[src/rtl/rr_port_arbiter.sv]
// rtl/rr_port_arbiter.sv - round-robin burst arbiter sharing one registered output channel
//
// Purpose:
//   Shares one W-bit output channel among N requesters. Each requester
//   presents a valid/ready word stream with a burst-end marker. One requester
//   is granted at a time and keeps the grant until its burst ends, either on
//   its own last marker or after MAX_BURST beats. The next arbitration search
//   starts just above the requester that finished. Output data is registered.
//
// Parameters:
//   N          number of requesters (2..16)
//   W          data word width
//   MAX_BURST  maximum beats per grant (1..255)
//
// Ports:
//   clk        rising-edge clock
//   rst_n      synchronous active-low reset
//   req_valid  [N]       per-requester word valid
//   req_data   [N*W]     requester i word at bits [i*W +: W]
//   req_last   [N]       per-requester last-word-of-burst marker
//   req_ready  [N]       word accepted this cycle (at most one bit set)
//   out_valid            registered output word valid
//   out_data   [W]       registered output word
//   out_src    [log2 N]  requester that produced out_data
//   out_last             out_data ends its burst
//   out_ready            downstream accepts out_data
//   burst_cnt  [16]      completed bursts, saturating (only with ARB_GRANT_CNT_EN)
//   busy                 high while a requester holds the grant
//
// Build option:
//   ARB_GRANT_CNT_EN  adds the burst_cnt output and its counter.

module rr_port_arbiter #(
   parameter int N         = 5,
   parameter int W         = 10,
   parameter int MAX_BURST = 4
) (
   input  logic                 clk,
   input  logic                 rst_n,
   input  logic [N-1:0]         req_valid,
   input  logic [N*W-1:0]       req_data,
   input  logic [N-1:0]         req_last,
   output logic [N-1:0]         req_ready,
   output logic                 out_valid,
   output logic [W-1:0]         out_data,
   output logic [$clog2(N)-1:0] out_src,
   output logic                 out_last,
   input  logic                 out_ready,
`ifdef ARB_GRANT_CNT_EN
   output logic [15:0]          burst_cnt,
`endif
   output logic                 busy
);

   localparam int PW = $clog2(N);
   localparam int BW = $clog2(MAX_BURST + 1);

   typedef enum logic {
      IDLE  = 1'b0,
      GRANT = 1'b1
   } state_t;

   state_t        state;
   state_t        state_nxt;

   logic [PW-1:0] rr_ptr;
   logic [PW-1:0] grant;
   logic [BW-1:0] beat_cnt;

   logic [PW-1:0] pick;
   logic          any_req;
   logic          accept;
   logic          beat_last;
   logic          burst_end;

   // Round-robin pick: candidates are visited from the farthest offset down
   // to offset 0, so the valid requester closest at-or-above rr_ptr is the
   // last one written and wins. The offset sum needs one extra bit because
   // rr_ptr + k can reach 2N-2 before wrapping.
   always_comb begin
      logic [PW:0]   sum;
      logic [PW-1:0] cand;
      any_req = 1'b0;
      pick    = '0;
      sum     = '0;
      cand    = '0;
      for (int k = N - 1; k >= 0; k--) begin
         sum = {1'b0, rr_ptr} + (PW + 1)'(k);
         if (sum >= (PW + 1)'(N)) begin
            sum = sum - (PW + 1)'(N);
         end
         cand = sum[PW-1:0];
         if (req_valid[cand]) begin
            any_req = 1'b1;
            pick    = cand;
         end
      end
   end

   // State register
   always_ff @(posedge clk) begin
      if (!rst_n) begin
         state <= IDLE;
      end else begin
         state <= state_nxt;
      end
   end

   // Next-state logic
   always_comb begin
      state_nxt = state;
      case (state)
         IDLE: begin
            if (any_req) begin
               state_nxt = GRANT;
            end
         end
         GRANT: begin
            if (burst_end) begin
               state_nxt = IDLE;
            end
         end
         default: state_nxt = IDLE;
      endcase
   end

   // Output logic. The granted ready is combinational from the output
   // register so a stalled output word blocks the next beat in the same cycle.
   always_comb begin
      req_ready = '0;
      busy      = 1'b0;
      if (state == GRANT) begin
         busy             = 1'b1;
         req_ready[grant] = !out_valid || out_ready;
      end
   end

   assign accept    = (state == GRANT) && req_valid[grant] && req_ready[grant];
   assign beat_last = req_last[grant] || (beat_cnt == BW'(MAX_BURST - 1));
   assign burst_end = accept && beat_last;

   // Grant bookkeeping and the registered output word
   always_ff @(posedge clk) begin
      if (!rst_n) begin
         rr_ptr    <= '0;
         grant     <= '0;
         beat_cnt  <= '0;
         out_valid <= 1'b0;
         out_data  <= '0;
         out_src   <= '0;
         out_last  <= 1'b0;
      end else begin
         if (state == IDLE && any_req) begin
            grant    <= pick;
            beat_cnt <= '0;
         end

         if (accept) begin
            out_valid <= 1'b1;
            out_data  <= req_data[grant*W +: W];
            out_src   <= grant;
            out_last  <= beat_last;
            beat_cnt  <= beat_cnt + 1'b1;
         end else if (out_ready) begin
            out_valid <= 1'b0;
         end

         if (burst_end) begin
            rr_ptr <= (grant == PW'(N - 1)) ? '0 : grant + 1'b1;
         end
      end
   end

`ifdef ARB_GRANT_CNT_EN
   // Completed-burst counter, sticks at all-ones
   always_ff @(posedge clk) begin
      if (!rst_n) begin
         burst_cnt <= '0;
      end else if (burst_end && burst_cnt != 16'hFFFF) begin
         burst_cnt <= burst_cnt + 16'd1;
      end
   end
`endif

endmodule

[config.mk]
export PLATFORM = sky130hd
export DESIGN_NAME = rr_port_arbiter
export DESIGN_NICKNAME = d
export VERILOG_FILES = /design/src/rtl/rr_port_arbiter.sv
export SDC_FILE = /design/constraint.sdc
export NUM_CORES = 1
export LEC_CHECK = 0
export BUFFER_PORTS_ARGS = -buffer_cell sky130_fd_sc_hd__buf_4
export CORE_ASPECT_RATIO = 0.7
export CORE_MARGIN = 4
export CORE_UTILIZATION = 45
export CTS_CLUSTER_SIZE = 25
export DETAILED_ROUTE_END_ITERATION = 7
export MAX_ROUTING_LAYER = met4
export PLACE_DENSITY_LB_ADDON = 0.2
export SLEW_MARGIN = 30
export SYNTH_ARGS = -nofsm -noshare
export SYNTH_HDL_FRONTEND = slang
export SYNTH_SLANG_ARGS = --single-unit
[constraint.sdc]
create_clock -name clk -period 4.9 [get_ports clk]
set_input_delay 0.735 -clock clk [delete_from_list [all_inputs] [get_ports clk]]
set_output_delay 0.735 -clock clk [all_outputs]
set_load 0.1 [all_outputs]
==> flow_summary_export.csv <==
group,metric,value,unit
pwr,power,1.652,mW
pwr,seqPwrFrac,19.5,%
worst_setup_path,r2r_end,"grant[0]",
final_layout,layout_commonest_cell,"buf_4",
routing,wl_per_cell,17.52,um
clock_network,worstSkewPairLatency,0.28,ns
routing,drt-initial-drc-count,189,
clock_network,clkSinkCount,25,
final_layout,n_antenna_cell,0,
worst_setup_path,reg2regPathDepth,10,
synthesis,synth_xor_xnor_area_share,1.015,%
timing,maxSlewHeadroom,38.56,%
routing,routed_wirelength,7760,um
global_route,grt_pass1_vias,2456,
routing,drc,0,
clock_network,cts_hold_buf,0,
place,dp_slack,1.472,ns
timing,slew_viol_final,0,
worst_setup_path,end_kind,"flip-flop",
die,rows,22,
place,io_buffers,83,
synthesis,syn-num-nets,376,
die,core_area,5395,um^2
routing,vias,2609,
worst_setup_path,cp.required,5.04,ns
clock_network,h-tree-depth,1,
synthesis,synth_compound_area_share,24.95,%
clock_network,cts_buffers,3,
clock_network,clkSlewWorstSetupHoldPaths,0.10,ns
timing,worst_clock_skew,0.006960,ns
final_layout,drive_gt1_share,34.23,%
global_route,grt-ovfl-total,0,
global_route,antenna_found_initial,0,
final_layout,fill_cells,485,
synthesis,ys.flop_type,"dfxtp_1",
timing,tightest_slew,0.9204,ns
die,start_util,47.96,%
synthesis,ys_top_cells_by_area,"dfxtp_1, mux4_2, ha_1",
worst_setup_path,critPathSlowestCell,"ha_1",
worst_setup_path,r2r_setup_slack,1.41,ns
worst_setup_path,endpoint,"grant[0]",
pwr,pwr-share-comb,72.6,%
pwr,power_density,504.3,nW/um^2
pwr,net-switching-power,0.9227,mW
clock_network,cts.path.max_buffers,2,
routing,viasPerCell,5.889,
die,dieArea,7046,um^2
synthesis,synth_top_family_by_area,"compound AO/OA/AOI/OAI gates",
timing,final_hold_viol_count,0,
worst_setup_path,crit_path_max_incr_delay,0.78,ns
routing,dr.pass1.iters,5,
die,ioPinCount,84,
worst_setup_path,critPathKind,"flip-flop to flip-flop",
final_layout,layout_common_cells,"buf_4, nor2_1, dfxtp_1, nand2_1",
pwr,leakagePower,1.320,nW
die,die_y,71.44,um
die,die_w,98.63,um
final_layout,area_growth,26.60,%
clock_network,cts_setup_buffers,0,
place,dp_hpwl,5997,um
clock_network,root_buffer,"clkbuf_8",
synthesis,synth.avg_cell_area,8.654,um^2
clock_network,cts_resized,0,
worst_setup_path,crit_fanout,21,
worst_setup_path,crit_top_cell,"a31oi_1",
synthesis,synthCells,299,
global_route,grt_pass1_wl,12650,um
timing,period_minus_slack,3.493,ns
pwr,clkPwrFrac,7.9,%
timing,rsz0062_at_grt,"no",
timing,tns,0,ns
synthesis,yosysWarnings,0,
synthesis,synth_area,2587,um^2
worst_setup_path,crit_chain,"inv_1 -> ha_1 -> mux2i_1 -> nand2_1 -> a31oi_1 -> o22ai_2 -> nor4_4 -> a31oi_4 -> o21ai_1 -> a31oi_1",
routing,ant_nets,0,
synthesis,ys_ff_latch,25,
final_layout,num-nets-final,449,
pwr,ir_drop,256.3,uV
timing,setup_viol,0,
synthesis,yosysTopAreaCellShare,19.34,%
place,place_area,3227,um^2
synthesis,ys_seq_area_share,19.34,%
clock_network,cts_tree,"yes",
synthesis,synth-edff-count,0,
synthesis,synth-adder-area-share,7.060,%
worst_setup_path,crit_arrival,3.64,ns
worst_hold_path,hp-class,"flip-flop to flip-flop",
global_route,grt_max_degree,29,
timing,setup_ws,1.407,ns
synthesis,yosys.area_share.simple,24.32,%
worst_setup_path,start_kind,"flip-flop",
worst_setup_path,crit_start,"rr_ptr[1]",
synthesis,ys_async_sr_fraction,0,%
final_layout,final_area,3276,um^2
global_route,gr-usage-all-layers,22.37,%
timing,clock.fmax,0.2863,GHz
worst_hold_path,holdPathStages,2,
place,gp_congestion,0.9940,
pwr,sw_frac_of_total,55.86,%
pwr,internal_power,0.7291,mW
timing,fin_crit_sh,71.29,%
synthesis,ys_types,68,
synthesis,post-synth-top-area-cell,"dfxtp_1",
timing,whs,0.4719,ns
synthesis,muxShareOfSynthArea,17.55,%
flow_run,cap_violations,0,
worst_setup_path,worst_r2r_startpoint,"rr_ptr[1]",
run_status,status,"finished clean",
per-layer routing:
metal / routed length (um) / share of wire [%] / global-route usage (%) / up-vias
met3: 650 / 8.4 / 5.934 / 4
met4: 36 / 0.46 / 2.273 / 0
met2: 3407 / 44 / 32.28 / 130
met5: 0 / 0 / - / -
li1: - / - / - / 1267
met1: 3666 / 47 / 32.44 / 1208
cells by family after synthesis:
group	Yosys count
simple gates	112
compound gates	83
buf+inv	31
mux	31
flops	25
fa+ha+maj	14
xor+xnor	3
how the worst min path moves through the flow:
stage,from,end,slack [ns]
6_report,out_last,out_last,0.47
5_1_grt,out_last,out_last,0.49
4_1_cts,out_last,out_last,0.48
3_5_place_dp,beat_cnt[2],beat_cnt[2],0.46
3_3_place_gp,out_last,out_last,0.45
2_1_floorplan,beat_cnt[2],beat_cnt[2],0.45
final cells by class:
type / instances / area, um^2 / share of cell area [%]
repair buffers: 87 / 653.1 / 19.94
well taps: 72 / 90.09 / 2.750
clock inverters: 1 / 7.507 / 0.2292
clock buffers: 3 / 41.29 / 1.261
inverters: 12 / 45.04 / 1.375
flip-flops and latches: 25 / 500.5 / 15.28
multi-input cells: 243 / 1938 / 59.17
power groups by stage:
stage | Sequential, mW | Combinational (mW) | Clock (mW)
2_1_floorplan | 0.539 | 0.725 | 0
3_3_place_gp | 0.323 | 1.18 | 0
3_5_place_dp | 0.327 | 1.19 | 0
4_1_cts | 0.322 | 1.19 | 0.131
5_1_grt | 0.333 | 1.28 | 0.143
6_report | 0.322 | 1.20 | 0.130
cell usage after synthesis, types with 3 or more instances:
| master | n |
|---|---|
| dfxtp_1 | 25 |
| nand3_1 | 7 |
| a31oi_1 | 6 |
| o21ai_1 | 5 |
| o211ai_1 | 3 |
| a221oi_1 | 10 |
| nor2_1 | 29 |
| mux2i_1 | 15 |
| nor3b_1 | 9 |
| inv_1 | 9 |
| a21oi_1 | 15 |
| a211oi_1 | 4 |
| nand2b_1 | 6 |
| ha_1 | 13 |
| inv_2 | 3 |
| and3_1 | 6 |
| nor2b_1 | 10 |
| o21ai_0 | 7 |
| nand3b_1 | 4 |
| mux2_2 | 3 |
| nand2_1 | 21 |
| mux4_2 | 11 |
| nor3_1 | 3 |
| buf_6 | 3 |
| clkbuf_1 | 9 |
| nand4_1 | 3 |
| a21boi_0 | 5 |
| buf_2 | 5 |
| xnor2_1 | 3 |
through the flow:
step / util, % / std cells
final: 60.71 / 443
after global routing: 60.71 / 443
after CTS: 60.71 / 443
after detailed placement: 59.81 / 439
after global placement: 59.81 / 439
after floorplan: - / 299
state kept, by name (all words and copies together) (netlist names):
signal	cells
beat_cnt	3
out_valid	1
out_src	3
out_last	1
out_data	10
state	1
rr_ptr	3
grant	3
worst max-delay path: cells and delay by family, from the launching register on:
family	cells	cell delay (ns)
compound gates	5	0.90
fa+ha+maj	1	0.78
flops	1	0.65
simple gates	2	0.47
mux	1	0.29
buf+inv	1	0.26
(Power assumes the default switching activity.)
